==> src/rtl/vs_sci_pkg.sv <==
// Shared VS1003 SCI definitions: opcodes, register addresses, writer FSM states.
// Also provides the helper that assembles a 32-bit SCI write frame.
package vs_sci_pkg;

  localparam logic [7:0] SCI_OP_WRITE = 8'h02;
  localparam logic [7:0] SCI_OP_READ  = 8'h03;

  localparam logic [7:0] SCI_MODE = 8'h00;
  localparam logic [7:0] SCI_VOL  = 8'h0B;

  typedef enum logic [2:0] {
    ST_IDLE      = 3'd0,
    ST_REQ       = 3'd1,
    ST_WAIT_DREQ = 3'd2,
    ST_SETUP     = 3'd3,
    ST_SHIFT     = 3'd4,
    ST_HOLD      = 3'd5,
    ST_RELEASE   = 3'd6
  } vs_state_e;

  function automatic logic [31:0] sci_write_word(input logic [7:0] addr,
                                                 input logic [15:0] data);
    return {SCI_OP_WRITE, addr, data};
  endfunction

endpackage

==> src/rtl/sci_shift_tx.sv <==
// Generic 32-bit MSB-first serial transmitter: each bit is SCLK low for CLK_DIV
// cycles then high for CLK_DIV cycles; SI only moves when SCLK falls.
module sci_shift_tx #(
  parameter int CLK_DIV = 4
) (
  input  logic        i_clk,
  input  logic        i_rst_n,
  input  logic        i_start,
  input  logic [31:0] i_data,
  output logic        o_sclk,
  output logic        o_si,
  output logic        o_busy,
  output logic        o_done
);

  localparam logic [7:0] DIV_M1 = 8'(CLK_DIV - 1);

  logic        r_active;
  logic        r_high;
  logic [7:0]  r_cnt;
  logic [4:0]  r_bit;
  logic [31:0] r_shreg;

  logic w_phase_end;

  assign w_phase_end = r_active && (r_cnt == DIV_M1);

  always_ff @(posedge i_clk) begin
    if (!i_rst_n) begin
      r_active <= 1'b0;
      r_high   <= 1'b0;
      r_cnt    <= 8'd0;
      r_bit    <= 5'd0;
      r_shreg  <= 32'd0;
    end else if (i_start && !r_active) begin
      r_active <= 1'b1;
      r_high   <= 1'b0;
      r_cnt    <= 8'd0;
      r_bit    <= 5'd31;
      r_shreg  <= i_data;
    end else if (r_active) begin
      if (w_phase_end) begin
        r_cnt <= 8'd0;
        if (!r_high) begin
          r_high <= 1'b1;
        end else begin
          r_high <= 1'b0;
          // The last bit stays on SI after the frame so the line is quiet during hold.
          if (r_bit == 5'd0) begin
            r_active <= 1'b0;
          end else begin
            r_bit   <= r_bit - 5'd1;
            r_shreg <= {r_shreg[30:0], 1'b0};
          end
        end
      end else begin
        r_cnt <= r_cnt + 8'd1;
      end
    end
  end

  assign o_sclk = r_active & r_high;
  assign o_si   = r_shreg[31];
  assign o_busy = r_active;
  assign o_done = w_phase_end && r_high && (r_bit == 5'd0);

endmodule

==> src/rtl/vol_sci_writer.sv <==
// Writes VOL to the VS1003 SCI_VOL register whenever it differs from the value
// last written, arbitrating for the shared SCI bus and waiting on DREQ.
module vol_sci_writer
  import vs_sci_pkg::*;
#(
  parameter int         CLK_DIV  = 4,
  parameter logic [7:0] VOL_ADDR = SCI_VOL
) (
  input  logic        CLK,
  input  logic        RST_N,
  input  logic [15:0] VOL,
  input  logic        DREQ,
  input  logic        BUS_GNT,
  output logic        BUS_REQ,
  output logic        XCS,
  output logic        SCLK,
  output logic        SI,
  output logic        BUSY,
  output logic        DONE,
  output vs_state_e   DBG_STATE
);

  localparam logic [7:0] DIV_M1 = 8'(CLK_DIV - 1);

  vs_state_e   r_state;
  vs_state_e   w_next;
  logic [15:0] r_sent_vol;
  logic        r_pending;
  logic [31:0] r_word;
  logic [7:0]  r_cnt;

  logic w_cnt_end;
  logic w_start;
  logic w_tx_sclk;
  logic w_tx_si;
  logic w_tx_busy;
  logic w_tx_done;

  assign w_cnt_end = (r_cnt == DIV_M1);

  always_ff @(posedge CLK) begin
    if (!RST_N) r_state <= ST_IDLE;
    else        r_state <= w_next;
  end

  always_ff @(posedge CLK) begin
    if (!RST_N) begin
      r_sent_vol <= 16'h0000;
      r_pending  <= 1'b1;
      r_word     <= 32'd0;
      r_cnt      <= 8'd0;
    end else begin
      // On completion, pending survives only if VOL moved on during the frame.
      if (r_state == ST_RELEASE) begin
        r_sent_vol <= r_word[15:0];
        r_pending  <= (r_word[15:0] != VOL);
      end else if (VOL != r_sent_vol) begin
        r_pending <= 1'b1;
      end
      if (r_state == ST_WAIT_DREQ && DREQ) r_word <= sci_write_word(VOL_ADDR, VOL);
      if ((r_state == ST_SETUP || r_state == ST_HOLD) && !w_cnt_end) r_cnt <= r_cnt + 8'd1;
      else                                                          r_cnt <= 8'd0;
    end
  end

  always_comb begin
    w_next  = r_state;
    w_start = 1'b0;
    unique case (r_state)
      ST_IDLE:      if (r_pending) w_next = ST_REQ;
      ST_REQ:       if (BUS_GNT) w_next = ST_WAIT_DREQ;
      ST_WAIT_DREQ: if (DREQ) w_next = ST_SETUP;
      ST_SETUP: begin
        if (w_cnt_end && !w_tx_busy) begin
          w_next  = ST_SHIFT;
          w_start = 1'b1;
        end
      end
      ST_SHIFT:     if (w_tx_done) w_next = ST_HOLD;
      ST_HOLD:      if (w_cnt_end) w_next = ST_RELEASE;
      ST_RELEASE:   w_next = ST_IDLE;
      default:      w_next = ST_IDLE;
    endcase
  end

  sci_shift_tx #(.CLK_DIV(CLK_DIV)) u_tx (
    .i_clk   (CLK),
    .i_rst_n (RST_N),
    .i_start (w_start),
    .i_data  (r_word),
    .o_sclk  (w_tx_sclk),
    .o_si    (w_tx_si),
    .o_busy  (w_tx_busy),
    .o_done  (w_tx_done)
  );

  assign BUS_REQ   = (r_state != ST_IDLE) && (r_state != ST_RELEASE);
  assign XCS       = !(r_state == ST_SETUP || r_state == ST_SHIFT || r_state == ST_HOLD);
  assign SCLK      = (r_state == ST_SHIFT) && w_tx_sclk;
  assign SI        = (r_state == ST_SETUP) ? r_word[31] :
                     (r_state == ST_SHIFT || r_state == ST_HOLD) ? w_tx_si : 1'b0;
  assign BUSY      = (r_state != ST_IDLE);
  assign DONE      = (r_state == ST_RELEASE);
  assign DBG_STATE = r_state;

endmodule

==> config.mk <==
export PLATFORM = sky130hd
export DESIGN_NAME = vol_sci_writer
export DESIGN_NICKNAME = d
export VERILOG_FILES = /design/src/rtl/vs_sci_pkg.sv /design/src/rtl/sci_shift_tx.sv /design/src/rtl/vol_sci_writer.sv
export SDC_FILE = /design/constraint.sdc
export NUM_CORES = 1
export LEC_CHECK = 0
export ABC_AREA = 1
export BUFFER_PORTS_ARGS = -buffer_cell sky130_fd_sc_hd__buf_2
export CAP_MARGIN = 40
export CORE_UTILIZATION = 60
export CTS_CLUSTER_SIZE = 40
export DETAILED_ROUTE_END_ITERATION = 10
export PLACE_DENSITY_LB_ADDON = 0.08
export SLEW_MARGIN = 25
export SYNTH_ARGS = -nofsm -noshare
export SYNTH_HDL_FRONTEND = slang
export SYNTH_SLANG_ARGS = --single-unit
==> constraint.sdc <==
create_clock -name CLK -period 2.6 [get_ports CLK]
set_clock_uncertainty 0.2 [all_clocks]
set_input_delay 0.52 -clock CLK [delete_from_list [all_inputs] [get_ports CLK]]
set_output_delay 0.52 -clock CLK [all_outputs]
set_load 0.05 [all_outputs]
# Word level (Yosys, flattened, before mapping)
# Index checks and enable logic that the tools add are counted.
[op_classes]
div = 0
reduce_logical = 28
n_shift = 0
addsub = 3
n_mux = 30
n_eq_ne = 18
bitwise = 2
n_mul = 0
n_lt_le_gt_ge = 0
[ops]
columns = ["cell", "count"]
rows = [
  ["$mux 32", 5],
  ["$ne 16x16->1", 2],
  ["$mux 5", 5],
  ["$mux 3", 6],
  ["$pmux 3 s6", 1],
  ["$add 8x1->8 const B", 2],
  ["$eq 8x2->1 const B", 2],
  ["$mux 1", 12],
  ["$eq 3x3->1 const B", 3],
  ["$logic_and 1x1->1", 9],
  ["$mux 8", 1],
  ["$ne 2x2->1 const B", 4],
  ["$reduce_bool 2->1", 4],
  ["$eq 3x2->1 const B", 2],
  ["$ne 2x1->1 const B", 3],
  ["$reduce_and 6->1", 1],
  ["$logic_not 5->1", 1],
  ["$sub 5x1->5 const B", 1],
  ["$logic_or 1x1->1", 4],
  ["$reduce_and 2->1", 2],
  ["$reduce_and 4->1", 1],
  ["$eq 3x1->1 const B", 1],
  ["$logic_not 1->1", 3],
  ["$logic_not 3->1", 1],
  ["5 further kinds", 5],
]
[word_totals]
n_memories = 0
latchBits = 0
reg_bits = 92
ram_bits = 0
mem_bits_ro = 0
word_cells = 91

# Longest topological paths before layout
[depth]
word_depth = 7
mapped_depth = 13

# By module
# From an unflattened synthesis, not the netlist that was laid out.
[hier_totals]
cells_unflattened = 714
hier_area_um2 = 4864.7
[by_module_without_submodules]
columns = ["mod", "instances", "area_per_inst_um2", "cells_per_inst"]
rows = [
  ["sci_shift_tx", 1, 2546.2, 357],
  ["vol_sci_writer", 1, 2318.5, 357],
]

# Least setup slack after synthesis
# Ideal clock, no wire load.
[synth_timing]
path_type = "flip-flop to output port"
start = "reg r_state[2], in the netlist DBG_STATE[2]"
end = "out BUS_REQ"
slack_ns = -0.335
required_ns = 1.880
arrival_ns = 2.215
path_buffers = 2
stages_incl_launch_ff = 6
path_cell_list = "dfxtp_1 -> nand2_1 -> nor2_1 -> buf_2 -> buf_1 -> nor2_1"
[synth_between]
elab_chain_cells = 2
[synth_lines]
columns = ["item", "line", "rtl"]
rows = [
  ["start, declared", "vol_sci_writer.sv:25", "vs_state_e r_state;"],
  ["start signal, assigned", "vol_sci_writer.sv:43", "else r_state <= w_next;"],
  ["$ne 3x3->1 / $reduce_bool 3->1 (equally long branches)", "vol_sci_writer.sv:97", "assign BUS_REQ = (r_state != ST_IDLE) && (r_state != ST_RELEASE);"],
  ["$logic_and 1x1->1 (*)", "vol_sci_writer.sv:97", ""],
  ["end, declared", "vol_sci_writer.sv:14", "output logic BUS_REQ,"],
]
# Every way passes the cells marked *; elsewhere a longest branch is shown, timed or not.

# Worst setup path in the final report
[layout_timing]
start = "reg r_state[1], in the netlist DBG_STATE[1]"
end = "out XCS"
[layout_between]
elab_chain_cells = 4
[layout_lines]
columns = ["item", "line", "rtl"]
rows = [
  ["$eq 3x2->1 / $eq 3x3->1 (equally long branches)", "vol_sci_writer.sv:98", "assign XCS = !(r_state == ST_SETUP || r_state == ST_SHIFT || r_state == ST_HOLD);"],
  ["$logic_or 1x1->1", "vol_sci_writer.sv:98", ""],
  ["$logic_or 1x1->1 (*)", "vol_sci_writer.sv:98", ""],
  ["$logic_not 1->1 (*)", "vol_sci_writer.sv:98", ""],
  ["end, declared", "vol_sci_writer.sv:15", "output logic XCS,"],
]
# Marked as above.

==> flow_metrics.py <==
metrics = {
    "die": {
        "die_height_um": 87.2,
        "dieArea_um2": 7600,
        "ios": 29,
        "rows": 30,
        "core_area_um2": 6910,
        "initial_core_util_pct": 63.0,
        "fp.dieW_um": 87.2,
    },
    "synthesis": {
        "synth_ff_type": "dfxtp_1",
        "syn_area_per_cell_um2": 6.99,
        "synthArstFlopShare_pct": 0,
        "synth_seq_cells": 92,
        "netlist_top_cells_area": "dfxtp_1 (42%), nand2_1 (11%), nor2_1 (8.9%)",
        "yosys.area_share.xor_xnor_pct": 4.23,
        "ys_seq_area_share_pct": 42.3,
        "synth_common_cells": "nand2_1 (123), nor2_1 (103), dfxtp_1 (92)",
        "synth_top_area_cell": "dfxtp_1",
        "synth_top_family_by_area": "simple AND/OR/NAND/NOR gates",
        "synth_area_um2": 4350,
        "synth-adder-area-share_pct": 1.15,
        "synth_top_area_share_pct": 42.3,
        "yosysUniqueCellTypes": 35,
        "yosysWarningCount": 0,
        "synthMuxAreaShare_pct": 0,
        "syn_inst": 623,
        "synth-simple-area-share_pct": 31.5,
        "synth-edff-count": 0,
        "synth.most_common_cell": "nand2_1",
        "synth-compound-area-share_pct": 11.9,
        "synth_fp_nets": 647,
    },
    "global_routing": {
        "grt_pass1_vias": 3580,
        "antenna_found_initial": 0,
        "grt_first_pass_wirelength_mm": 16.0,
        "groute.layer.met1.usage_pct": 33.5,
        "grt_busiest_layer": "met2",
        "grtUsageTotal_pct": 26.9,
        "use_met2_pct": 48.0,
        "gr-total-overflow": 0,
        "gr-usage-met3_pct": 4.27,
        "grt_max_degree": 48,
    },
    "power_and_ir_drop": {
        "peakVddDrop_uv": 474,
        "switching_power_mw": 1.11,
        "seqPwrFrac_pct": 46.6,
        "swShare_pct": 32.1,
        "comb_power_share_pct": 20.5,
        "pwr_density_cell_nw_per_um2": 718,
        "pwr-share-clk_pct": 32.9,
        "internal_power_mw": 2.34,
        "leakage_nw": 2.01,
    },
    "cts": {
        "cts_resized": 0,
        "cts.clk_slew.worst_paths_ns": 0.09,
        "cts_tree": "yes",
        "cts_root_buf": "clkbuf_8",
        "cts_max_level": 3,
        "clock_latency_ns": 0.36,
        "hold_buffers": 0,
        "clock_sinks": 92,
        "post_cts_buffers": 0,
        "clockBufferDepth": 2,
        "cts_buffers": 9,
    },
    "sta": {
        "max_slew_margin_pct": 61.5,
        "worst_slack_ns": 0.172,
        "slew_viol_final": 0,
        "hold_viol_final": 0,
        "fin_crit_ns": 2.43,
        "max_freq_mhz": 412,
        "rsz0062_at_grt": "false",
        "tightest_slew_ns": 0.577,
        "setup_viol": 0,
        "fin_crit_sh_pct": 93.4,
        "timing.hold.ws_ns": 0.233,
    },
    "layout": {
        "diodes": 0,
        "layoutNonFillerInstCount": 747,
        "synthToLayoutAreaGrowth_pct": 10.4,
        "fillers": 593,
        "final_area_um2": 4800,
        "layout-drive-gt1-share_pct": 10.3,
        "final_core_util_pct": 69.5,
        "final_nets": 671,
    },
    "min_path": {
        "holdPathStages": 3,
        "min_to": "r_word[2]$_SDFFE_PN0P_",
        "hold_path.class": "in2reg",
        "min_from": "VOL[2]",
    },
    "worst_setup_path": {
        "worstPathArrival_ns": 1.71,
        "path_max_fanout": 8,
        "ff2ff_path_depth": 9,
        "r2r_setup_slack_ns": 0.43,
        "crit_path_start_kind": "flip-flop",
        "cp_slowest_cell": "dfxtp_1",
        "cp_slowest_stage_delay_ns": 0.44,
        "cp_common_cell": "inv_1",
        "crit_chain": "inv_1 > nor3_4 > inv_1 > o21ai_0 > inv_1 > buf_2",
        "crit-reg2reg-capture": "u_tx.r_shreg[20]$_SDFFE_PN0P_",
        "end_kind": "output pin",
        "critPathRequiredTime_ns": 1.88,
        "worstSetupPathType": "reg2out",
        "rr_startpoint": "r_cnt[0]$_SDFF_PN0_",
    },
    "place": {
        "place_ws_ns": 0.441,
        "dpl_cell_area_um2": 4570,
        "placed_cells": 732,
        "dp_hpwl_mm": 6.82,
        "gp_congestion": 0.871,
        "numPortBuffers": 28,
    },
    "route": {
        "ant_nets": 0,
        "dr.pass1.iters": 4,
        "drc_errors": 0,
        "num_vias": 3951,
        "vias_per_cell": 5.29,
        "first_iter_violations": 216,
        "wl_mm": 9.57,
        "routedWlPerCell_um": 12.8,
    },
    "run": {
        "maxCapViolations": 0,
    },
    "status": {
        "outcome": "finished clean",
    },
}
## worst max-delay path: cells and delay by family (launching register included)
| kind | cells | cell delay [ns] |
|---|---|---|
| AOI/OAI and AO/OA | 1 | 0.12 |
| DFF | 1 | 0.44 |
| buffers and inverters | 4 | 0.53 |
| and+or+nand+nor | 1 | 0.27 |
## area by class of cell
cell class / count / area (µm²) / area share [%]
clock inverters: 6 / 114 / 2.37
inverters: 74 / 278 / 5.78
well taps: 96 / 120 / 2.50
flip-flops and latches: 92 / 1840 / 38.3
repair buffers: 36 / 200 / 4.17
multi-input cells: 434 / 2130 / 44.3
clock buffers: 9 / 124 / 2.58
## flip-flops by register name (all words and copies together) (netlist names), 3 cells and up
name,cells
u_tx.r_shreg,32
r_word,17
r_sent_vol,16
r_cnt,8
u_tx.r_cnt,8
u_tx.r_bit,5
DBG_STATE,3
## kinds of logic (layout without fill, tap and decap cells)
| kind of cell | Yosys count | in the layout |
|---|---|---|
| adders and majority gates | 4 | 4 |
| xor gates and xnor gates | 21 | 21 |
| and+or+nand+nor | 307 | 307 |
| AOI/OAI and AO/OA | 102 | 102 |
| buffers and inverters | 97 | 125 |
| DFF | 92 | 92 |
## per-stage QoR
stage	total power, mW	setup TNS (ns)
final	3.45	0
after global routing	3.61	0
after CTS	3.46	0
after detailed placement	2.34	0
after global placement	2.32	0
after floorplan	2.15	-0.0753
## cell usage in the layout (no fill, tap or decap), drive strengths merged
master	netlist	layout
a211oi	2	2
a21oi	45	45
a31oi	1	1
and3	2	2
buf	15	36
bufinv	0	3
clkbuf	8	9
clkinv	3	4
clkinvlp	0	2
dfxtp	92	92
ha	4	4
inv	71	71
nand2	124	124
nand3	32	32
nand3b	4	4
nand4	16	16
nor2	107	107
nor2b	1	1
nor3	11	11
nor3b	4	4
nor4	2	2
o21ai	53	53
o22ai	1	1
or2	4	4
xnor2	14	14
xor2	7	7
## worst max path at each step
| stage | cells after the start | to | slack, ns | startpoint |
|---|---|---|---|---|
| after CTS | 6 | XCS | 0.18 | DBG_STATE[1]$_SDFFE_PN0P_ |
| after global routing | 6 | XCS | 0.001 | DBG_STATE[1]$_SDFFE_PN0P_ |
| after floorplan | 4 | BUS_REQ | -0.08 | DBG_STATE[0]$_SDFFE_PN0P_ |
| after global placement | 11 | u_tx.r_shreg[10]$_SDFFE_PN0P_ | 0.48 | u_tx.r_bit[0]$_SDFFE_PN0P_ |
| after detailed placement | 9 | u_tx.r_shreg[0]$_SDFFE_PN0P_ | 0.44 | r_cnt[0]$_SDFF_PN0_ |
| final | 6 | XCS | 0.17 | DBG_STATE[1]$_SDFFE_PN0P_ |
## power groups by stage
stage	clock (mW)	sequential, mW	combinational (mW)
after CTS	1.15	1.61	0.706
after global routing	1.20	1.62	0.779
after detailed placement	0	1.64	0.701
after floorplan	0	1.67	0.482
final	1.14	1.61	0.707
after global placement	0	1.63	0.690
## routing by layer
metal | vias up | routed length (µm)
met2 | 64 | 4740
met5 | - | 0
met4 | 0 | 136
met3 | 11 | 319
met1 | 1839 | 4370
li1 | 2037 | -
Power figures use the tool's default switching activity.
